File: src/rtl/dds_pkg.sv
// Shared types and default widths for the DDS sweep sequencer.
// The triangle sweep is enabled by defining DDS_SWEEP_TRIANGLE_EN.
package dds_pkg;

    localparam int DDS_KW = 32;
    localparam int DDS_PW = 11;
    localparam int DDS_CW = 16;

    typedef enum logic [1:0] {
        IDLE   = 2'd0,
        RUN_UP = 2'd1,
        RUN_DN = 2'd2,
        FIN    = 2'd3
    } sweep_state_t;

endpackage

File: src/rtl/dds_dwell_timer.sv
// Loadable down-counter that flags when the current dwell has run out.
// Holds at zero once expired until it is reloaded.
module dds_dwell_timer
    import dds_pkg::*;
#(
    parameter int CW = DDS_CW
) (
    input  logic          clk,
    input  logic          rst,
    input  logic          load,
    input  logic [CW-1:0] value,
    output logic          expire
);

    logic [CW-1:0] count;

    always_ff @(posedge clk or posedge rst) begin
        if (rst) begin
            count <= '0;
        end else if (load) begin
            count <= value;
        end else if (count != '0) begin
            count <= count - 1'b1;
        end
    end

    assign expire = (count == '0);

endmodule

File: src/rtl/dds_sweep_ctrl.sv
// Stepped linear frequency sweep sequencer driving the DDS K/P inputs.
// Define DDS_SWEEP_TRIANGLE_EN to sweep back down after the top point.
module dds_sweep_ctrl
    import dds_pkg::*;
#(
    parameter int KW = DDS_KW,
    parameter int PW = DDS_PW,
    parameter int CW = DDS_CW
) (
    input  logic          clk,
    input  logic          rst,
    input  logic          start,
    input  logic          abort,
    input  logic [KW-1:0] k_start,
    input  logic [KW-1:0] k_step,
    input  logic [CW-1:0] step_count,
    input  logic [CW-1:0] dwell,
    input  logic [PW-1:0] phase_off,
    output logic [KW-1:0] K,
    output logic [PW-1:0] P,
    output logic          busy,
    output logic          done,
    output logic [CW-1:0] point_idx
);

    sweep_state_t state, state_nxt;

    logic [KW-1:0] step_r;
    logic [CW-1:0] n_r;
    logic [CW-1:0] dwell_r;

    logic go;
    logic adv;
    logic ret;
    logic expire;

    dds_dwell_timer #(.CW(CW)) u_timer (
        .clk    (clk),
        .rst    (rst),
        .load   (go | adv | ret),
        .value  (go ? dwell : dwell_r),
        .expire (expire)
    );

    always_ff @(posedge clk or posedge rst) begin
        if (rst) begin
            state <= IDLE;
        end else begin
            state <= state_nxt;
        end
    end

    always_comb begin
        state_nxt = state;
        go        = 1'b0;
        adv       = 1'b0;
        ret       = 1'b0;
        unique case (state)
            IDLE: begin
                if (start && !abort) begin
                    state_nxt = RUN_UP;
                    go        = 1'b1;
                end
            end
            RUN_UP: begin
                if (abort) begin
                    state_nxt = IDLE;
                end else if (expire) begin
                    if (point_idx != n_r) begin
                        adv = 1'b1;
                    end else begin
`ifdef DDS_SWEEP_TRIANGLE_EN
                        if (n_r != '0) begin
                            state_nxt = RUN_DN;
                            ret       = 1'b1;
                        end else begin
                            state_nxt = FIN;
                        end
`else
                        state_nxt = FIN;
`endif
                    end
                end
            end
            RUN_DN: begin
`ifdef DDS_SWEEP_TRIANGLE_EN
                if (abort) begin
                    state_nxt = IDLE;
                end else if (expire) begin
                    if (point_idx != '0) begin
                        ret = 1'b1;
                    end else begin
                        state_nxt = FIN;
                    end
                end
`else
                state_nxt = IDLE;
`endif
            end
            FIN: begin
                state_nxt = IDLE;
            end
            default: begin
                state_nxt = IDLE;
            end
        endcase
    end

    // Config is captured at start so input changes mid-sweep are ignored
    always_ff @(posedge clk or posedge rst) begin
        if (rst) begin
            K         <= '0;
            P         <= '0;
            point_idx <= '0;
            step_r    <= '0;
            n_r       <= '0;
            dwell_r   <= '0;
        end else if (go) begin
            K         <= k_start;
            P         <= phase_off;
            point_idx <= '0;
            step_r    <= k_step;
            n_r       <= step_count;
            dwell_r   <= dwell;
        end else if (adv) begin
            K         <= K + step_r;
            point_idx <= point_idx + 1'b1;
        end else if (ret) begin
            K         <= K - step_r;
            point_idx <= point_idx - 1'b1;
        end
    end

    assign busy = (state == RUN_UP) || (state == RUN_DN);
    assign done = (state == FIN);

endmodule
File: config.mk
export PLATFORM = sky130hd
export DESIGN_NAME = dds_sweep_ctrl
export DESIGN_NICKNAME = d
export VERILOG_FILES = /design/src/rtl/dds_pkg.sv /design/src/rtl/dds_dwell_timer.sv /design/src/rtl/dds_sweep_ctrl.sv
export SDC_FILE = /design/constraint.sdc
export NUM_CORES = 1
export LEC_CHECK = 0
export CAP_MARGIN = 20
export CORE_ASPECT_RATIO = 0.75
export CORE_MARGIN = 5
export CORE_UTILIZATION = 51
export DETAILED_ROUTE_END_ITERATION = 7
export PLACE_DENSITY = 0.87
export SYNTH_ARGS = -nofsm -noshare
export SYNTH_HDL_FRONTEND = slang
export SYNTH_SLANG_ARGS = --single-unit
File: constraint.sdc
create_clock -name clk -period 5.34 [get_ports clk]
set_clock_uncertainty 0.15 [all_clocks]
set_input_delay 1.068 -clock clk [delete_from_list [all_inputs] [get_ports clk]]
set_output_delay 1.068 -clock clk [all_outputs]
set_load 0.03 [all_outputs]
==> metrics.txt <==
status finished clean; Netlist cell types 57; CTS buffer count 17; Synth Register Bits 141; top layer used by detailed routing met4; Placed Cells 1230; Crit Path Class register to register; CTS Hold Bufs 0; Post-synth top flop dfrtp_1; kind of end point of the critical path register; Die W 152 um; Post-Syn Area 7700 um^2; # IOs 172; post-route ant nets 0; commonest non-fill, non-tap cell in the layout nand2_1; Required @ worst endpoint 5.54 ns; Clock H-tree levels 4; Post-synth ARST share 100%; Row Count 38; Worst-Margin Slew 0.892 ns; total global routing track utilization 24.2%; share of cells above drive strength 1 4.52%; Critical Path AT 3.96 ns; grt total ovfl 0; fin cells 1262; largest family of logic cells by synthesized area simple AND/OR/NAND/NOR gates; worst slack, placed 1.61 ns; RSZ-0062 raised after global routing no; relative slew slack 40.5%; Pwr Total 5820 uW; Tcrit/Tclk final 70.4%; sequential power share 30.6%; LEAKAGE 0.00471 uW; Core ar. 14600 um^2; Skew-Pair Late Insertion Delay 0.43 ns; Die H 116 um; vias in the first global route 6933; XOR/XNOR Fraction of Synth Area 7.62%; Worst-path clk slew 0.06 ns; post-synthesis simple-gate area fraction 22.6%; Clock Power Share 21.0%; DR iter-0 viols 497; most frequent cells in the layout 270 x nand2_1, 171 x clkdlybuf4s50_1, 141 x dfrtp_1; Final Max Slew Viols 0; wire length on met2 9.61 mm; number of synthesized flops with an enable pin 0; M1 wire length 9.94 mm; detailed-route wire length 21.1 mm; Synth Instances 893; FMAX 0.266 GHz; warnings from Yosys 0; first-pass GRT wire length 34.9 mm; worst hold slack 0.324 ns; n_diodes 0; TritonCTS clock tree built; vias post-DR 6909; GPL Wtd Cong 0.908; area share of fa/ha/maj cells after synthesis 6.11%; Max-Cap Viols 0; Mapped Nets 1041; DRT Pass-1 Iters 5; post_cts resized 0; die area 17700 um^2; fin crit period 3.76 ns; Syn Area/Cell 8.63 um^2; Comb pwr share 48.3%; sequential share of the synthesized area 45.8%; antenna violations before repair 0; number of setup buffers added after CTS 0; crit path max fanout 41; clk sink count 141; post-synthesis mux area share 0.909%; Critical Path Start Type register; wire per inst 16.8 um; largest net degree at the start of global routing 85; root buffer cell clkbuf_16; pwr dens 572 nW/um^2; Initial Utilization 52.6%; VDD IR max 286 uV; Hold Violations, Final 0; metal3 WL 1.34 mm; switching power total 2440 uW; Synth Area in Compound Gates 14.1%; vias per cell 5.47; DRC errors left 0; Net Sw Frac 41.8%; number of port buffers 171; worst hold path type register to register; Pint 3380 uW; Worst Slack Setup Final 1.58 ns; area grow syn2layout 32.0%; Detailed Place HPWL 14.6 mm; # setup viols final 0; fin nets 1197; clock buffer depth 2; Sum Neg Setup Slack 0 ns
path summary, 6_finish.rpt:
path                             startpoint          endpoint  slack, ns  cells past startpoint
max                        u_timer.count[6]  u_timer.count[7]       1.58                      8
min                                    P[5]              P[5]       0.32                      2
max reg2reg                u_timer.count[6]  u_timer.count[7]       1.58                      8
min reg2reg                            P[5]              P[5]       0.32                      2
max in group asynchronous               rst        dwell_r[1]       3.15                      3
min in group asynchronous               rst        step_r[14]       0.97                      2
per-layer routing:
metal  global-route usage (%)  up-vias
li1                         -     3331
met1                     34.0     3309
met2                     38.1      241
met3                     5.52       28
met4                     6.83        0
met5                        0        -
sequential cells by signal, indices dropped and copies added (netlist names):
name           flops
point_idx         16
K                 32
u_timer.count     16
state              2
dwell_r           16
step_r            32
P                 11
n_r               16
stage by stage:
stage	utilization, %	instance area, um^2
6_report	69.5	10200
5_1_grt	69.5	10200
4_1_cts	69.5	10200
3_5_place_dp	65.3	9570
3_3_place_gp	65.3	9570
2_1_floorplan	-	7700
layout make-up:
class                      count  area, um^2
inverter                      14        57.6
tap                          200         250
multi-input combinational    699        3970
clock inverter                13         153
fill                        1148        4470
timing repair buffer         176        1760
clock buffer                  19         453
sequential                   141        3530
critical path, stage by stage (launching register included):
cell,delay [ns]
dfrtp_1,0.44
or4_4,0.57
or3_4,0.37
nor3_2,0.19
nand2_1,0.11
or3_2,0.89
and2_0,0.57
o21ai_0,0.22
o21a_1,0.17
synthesized netlist by cell type, types with 7 or more instances:
master      n  share of area [%]
nand2_1   271                 13
dfrtp_1   141                 46
a21oi_1    62                4.0
nor2_1     62                3.0
o21ai_0    49                3.2
xnor2_1    38                4.3
ha_1       36                5.8
clkbuf_1   29                1.4
xor2_1     29                3.3
a21o_1     19                1.9
nand3_1    18                1.2
inv_1      14               0.68
nand4_1    10               0.81
o21a_1     10               0.97
and3_1      8               0.65
nor3_1      8               0.52
mux2i_1     7               0.91
or3_1       7               0.57
cell families (layout without fill, tap and decap cells):
kind of cell	count (synthesis)	after routing
xor gates and xnor gates	67	67
muxes	7	7
adders and majority gates	37	37
DFF	141	141
and+or+nand+nor	410	410
buffers and inverters	53	222
AOI/OAI and AO/OA	178	178
power by group through the flow:
stage / clock (uW) / combinational [uW] / sequential [uW]
floorplan: 0 / 1700 / 1980
global placement: 0 / 2660 / 1770
detailed placement: 0 / 2740 / 1780
CTS: 1230 / 2790 / 1780
global route: 1280 / 3100 / 1830
finish: 1220 / 2810 / 1780
Power figures use the tool's default switching activity.
